==> src/rtl/arith_pipe_alu.sv <==
// arith_pipe_alu: registered N-bit add/subtract ALU with running accumulator,
// optional signed saturation, sticky overflow and a one-stage valid/ready
// output register.
module arith_pipe_alu #(
    parameter int N     = 4,
    parameter int SAT   = 0,
    parameter int CNT_W = 8
) (
    input  logic             in_clk,
    input  logic             in_rst,
    input  logic             in_valid,
    output logic             out_ready,
    input  logic [1:0]       in_op,
    input  logic [N-1:0]     in_x,
    input  logic [N-1:0]     in_y,
    input  logic             in_clr_acc,
    input  logic             in_clr_sticky,
    output logic             out_valid,
    input  logic             in_ready,
    output logic [N-1:0]     out_s,
    output logic             out_c,
    output logic             out_overflow,
    output logic             out_sticky_ovf,
    output logic [N-1:0]     out_acc,
    output logic [CNT_W-1:0] out_count
);

    logic         accept;
    logic [N-1:0] acc_q;
    logic [N-1:0] acc_eff;
    logic [N-1:0] a;
    logic [N-1:0] b;
    logic         cin;
    logic [N:0]   sum;
    logic         ovf;
    logic [N-1:0] sat_val;
    logic [N-1:0] result;

    // The output stage frees up either when empty or when its result leaves.
    assign out_ready = ~out_valid | in_ready;
    assign accept    = in_valid & out_ready;
    assign out_acc   = acc_q;

    // A clear in the same cycle as an ACC op makes the op see a zero accumulator.
    assign acc_eff = in_clr_acc ? '0 : acc_q;

    // Operand selection, N+1-bit add, signed overflow and optional saturation.
    always_comb begin
        a   = in_x;
        b   = in_y;
        cin = 1'b0;
        case (in_op)
            2'b01: begin
                b   = ~in_y;
                cin = 1'b1;
            end
            2'b10: begin
                a = acc_eff;
                b = in_x;
            end
            2'b11: begin
                a   = acc_eff;
                b   = ~in_x;
                cin = 1'b1;
            end
            default: ;
        endcase
        sum     = {1'b0, a} + {1'b0, b} + {{N{1'b0}}, cin};
        ovf     = (a[N-1] == b[N-1]) && (sum[N-1] != a[N-1]);
        sat_val = a[N-1] ? {1'b1, {(N-1){1'b0}}} : {1'b0, {(N-1){1'b1}}};
        result  = ((SAT != 0) && ovf) ? sat_val : sum[N-1:0];
    end

    // Output register: load on accept, drop valid once the result has left.
    always_ff @(posedge in_clk) begin
        if (in_rst) begin
            out_valid    <= 1'b0;
            out_s        <= '0;
            out_c        <= 1'b0;
            out_overflow <= 1'b0;
        end else if (accept) begin
            out_valid    <= 1'b1;
            out_s        <= result;
            out_c        <= sum[N];
            out_overflow <= ovf;
        end else if (in_ready) begin
            out_valid    <= 1'b0;
        end
    end

    // Accumulator: ACC ops store their result, otherwise honour the clear.
    always_ff @(posedge in_clk) begin
        if (in_rst) begin
            acc_q <= '0;
        end else if (accept && in_op[1]) begin
            acc_q <= result;
        end else begin
            acc_q <= acc_eff;
        end
    end

    // Sticky overflow: a new overflow wins over a simultaneous clear.
    always_ff @(posedge in_clk) begin
        if (in_rst) begin
            out_sticky_ovf <= 1'b0;
        end else if (accept && ovf) begin
            out_sticky_ovf <= 1'b1;
        end else if (in_clr_sticky) begin
            out_sticky_ovf <= 1'b0;
        end
    end

    // Accepted-operation counter, wraps naturally at 2^CNT_W.
    always_ff @(posedge in_clk) begin
        if (in_rst) begin
            out_count <= '0;
        end else if (accept) begin
            out_count <= out_count + CNT_W'(1);
        end
    end

endmodule

==> config.mk <==
export PLATFORM = sky130hd
export DESIGN_NAME = arith_pipe_alu
export DESIGN_NICKNAME = d
export VERILOG_FILES = /design/src/rtl/arith_pipe_alu.sv
export SDC_FILE = /design/constraint.sdc
export NUM_CORES = 1
export LEC_CHECK = 0
export CAP_MARGIN = 10
export CORE_UTILIZATION = 45
export DETAILED_ROUTE_END_ITERATION = 10
export DONT_BUFFER_PORTS = 1
export GPL_TIMING_DRIVEN = 0
export HOLD_SLACK_MARGIN = 0.06
export PLACE_DENSITY = 0.64
export SLEW_MARGIN = 20
export SYNTH_ARGS = -nofsm -noshare
export SYNTH_HDL_FRONTEND = slang
export SYNTH_SLANG_ARGS = --single-unit
==> constraint.sdc <==
create_clock -name in_clk -period 4.3 [get_ports in_clk]
set_clock_uncertainty 0.2 [all_clocks]
set_input_delay 0.215 -clock in_clk [delete_from_list [all_inputs] [get_ports in_clk]]
set_output_delay 0.215 -clock in_clk [all_outputs]
set_load 0.02 [all_outputs]
==> metrics.yaml <==
clkPwrFrac_pct: 26.3
io_pins: 37
async_reset_ff_share_pct: 0
crit_path_cell_trace: "nor2b_1 -> mux2i_1 -> fa_1 -> fa_1 -> or2_2 -> a21oi_1"
n_fill_cell: 214
post-cts-setup-buffers: 0
root_buffer: "clkbuf_4"
fin_crit_sh_pct: 56.8
cts_max_path_buffers: 2
setup_violations: 0
clk_latency_ns: 0.30
grt_pass1_vias: 885
crit_path_start_kind: "register"
rows: 17
period_needed_ns: 2.44
die_h_um: 51.7
status: "complete, no violations"
fin_tns_setup_ns: 0
crit_arrival_ns: 2.49
ys_types: 33
end_kind: "register"
ant_nets: 0
yosysMostFrequentCell: "dfxtp_1"
ys_warn_count: 0
nNetsFinal: 154
clk_pin_slew_worst_paths_ns: 0.11
grt_use_total_pct: 20.4
fp.dieW_um: 51.7
drv_slew: 0
grt_overflow: 0
syn_area_um2: 1110
numCtsBuffers: 3
multi_input_area_um2: 672
yosys.area.top_type_share_pct: 36.0
initial_utilization_pct: 48.9
criticalPathCategory: "register to register"
timing.fmax_ghz: 0.409
drt_wl_total_um: 2360
avgSynthCellArea_um2: 9.04
netlist_top_cells_area: "dfxtp_1 36%, xnor2_1 7.9%, ha_1 4.5%"
post_drt_wl_per_cell_um: 14.9
maxCapViolCount: 0
p_comb_share_pct: 20.7
synth_edf_count: 0
h-tree-depth: 1
switchingPower_mw: 0.131
hold_violations: 0
antenna_cells: 0
cp.required_ns: 4.34
clkSinkCount: 20
final-seq-area_um2: 400
cts_resized: 0
critPathMaxFanout: 2
slowest_stage: "dfxtp_1"
crit_family: "adder cells"
intPower_mw: 0.290
syn_nets: 145
vias: 870
worstMarginPinSlew_ns: 0.451
first_pass_iters: 4
slew_headroom_pct: 69.9
hold_buffers: 4
cts_tree: "done"
drc_errors: 0
grt_max_degree: 12
crit_path_max_incr_delay_ns: 0.47
critPathMostFrequentCell: "fa_1"
gp_congestion: 0.789
drt_iter0_markers: 5
drive_gt1_share_pct: 12.2
synthCells: 123
cp_num_buf_inv: 0
dpl.cell_count: 151
p_per_area_nw_per_um2: 344
ys_seq_elements: 20
place_hpwl_um: 1760
rsz0062_at_grt: "no"
drt-vias-per-instance: 5.47
synth_common_cells: "20 x dfxtp_1, 13 x nor2_1, 12 x nand2_1"
core-area_um2: 2280
ys.flop_type: "dfxtp_1"
antenna_found_initial: 0
switching_share_pct: 31.1
hp-class: "primary input to register"
yosys.area.top_type: "dfxtp_1"
area_growth_pct: 10.0
grt_pass1_wl_um: 3920
ir_worst_vdd_uv: 307
dieArea_um2: 2670
yosysSeqAreaShare_pct: 36.0
portBuffers: 0
pwr-share-seq_pct: 53.1
instances_no_fill: 159
p_leak_nw: 0.466
## power by group through the flow
stage          logic, mW  clock network (mW)  registers (mW)
2_1_floorplan     0.0685                   0           0.225
3_3_place_gp      0.0808                   0           0.227
3_5_place_dp      0.0833                   0           0.228
4_1_cts           0.0879               0.114           0.223
5_1_grt           0.0988               0.119           0.225
6_report          0.0869               0.110           0.223
## cells by family (layout without fill, tap and decap cells)
logic type      Yosys count  in the layout  share of synthesized area (%)
simple gates             50             50                           25.3
flops                    20             20                           36.0
compound gates           15             15                           8.21
xor+xnor                 13             13                           10.2
buf+inv                  10             18                           3.60
mux                       9              9                           8.55
fa+ha+maj                 6              6                           8.10
## flip-flops by register name, indices dropped and copies added (netlist names)
register        flops
out_acc             4
out_c               1
out_count           8
out_overflow        1
out_s               4
out_sticky_ovf      1
out_valid           1
## layout make-up
class / count / share of cell area (%)
inverters: 5 / 1.53
well taps: 28 / 2.86
clock buffers: 4 / 2.97
flip-flops and latches: 20 / 32.7
multi-input cells: 93 / 54.9
repair buffers: 4 / 3.27
plain buffers: 5 / 1.74
## routing by layer
metal,routed length [um],track usage (%),up-vias
met1,1030,23.7,399
met4,46,9.01,0
li1,-,-,434
met5,0,0,-
met3,202,10.5,4
met2,1090,31.2,33
## per-stage QoR
step	hold slack, ns	setup slack (ns)	utilization [%]	power (mW)	cell area [um^2]
after detailed placement	0.0908	1.78	50.4	0.311	1150
after CTS	0.0796	1.87	53.8	0.425	1220
after global routing	0.102	1.74	53.8	0.443	1220
after floorplan	0.0866	2.03	-	0.293	1110
after global placement	0.0876	1.91	50.4	0.308	1150
final	0.0907	1.86	53.8	0.421	1220
## cell usage in the layout, fill, tap and decap left out, types with 2 or more instances in the layout
cell type       n
dfxtp_1        20
nor2_1         13
nand2_1        12
xnor2_1        10
nor2b_1         6
a21oi_1         6
mux2i_1         5
inv_1           4
nand3b_1        4
nand3_1         4
ha_1            4
dlygate4sd3_1   4
mux2_2          3
o21ai_0         3
clkbuf_1        3
a211oi_1        3
xor2_1          3
clkbuf_4        3
buf_2           2
o31ai_1         2
fa_1            2
## worst paths after layout
| kind | depth (start not counted) | from | slack (ns) | endpoint |
|---|---|---|---|---|
| setup / recovery | 6 | out_acc[0]$_SDFF_PP0_ | 1.86 | out_acc[1]$_SDFF_PP0_ |
| hold / removal | 3 | in_op[1] | 0.09 | out_acc[2]$_SDFF_PP0_ |
| setup reg to reg | 6 | out_acc[0]$_SDFF_PP0_ | 1.86 | out_acc[1]$_SDFF_PP0_ |
| hold reg to reg | 2 | out_s[2]$_SDFFE_PP0P_ | 0.39 | out_s[2]$_SDFFE_PP0P_ |
## worst reg2reg max path, cell delays in order, from the launching register on
cell,delay [ns]
dfxtp_1,0.47
nor2b_1,0.22
mux2i_1,0.12
fa_1,0.47
fa_1,0.46
or2_2,0.31
a21oi_1,0.12
Note: power is estimated with default switching activity, not from simulation.
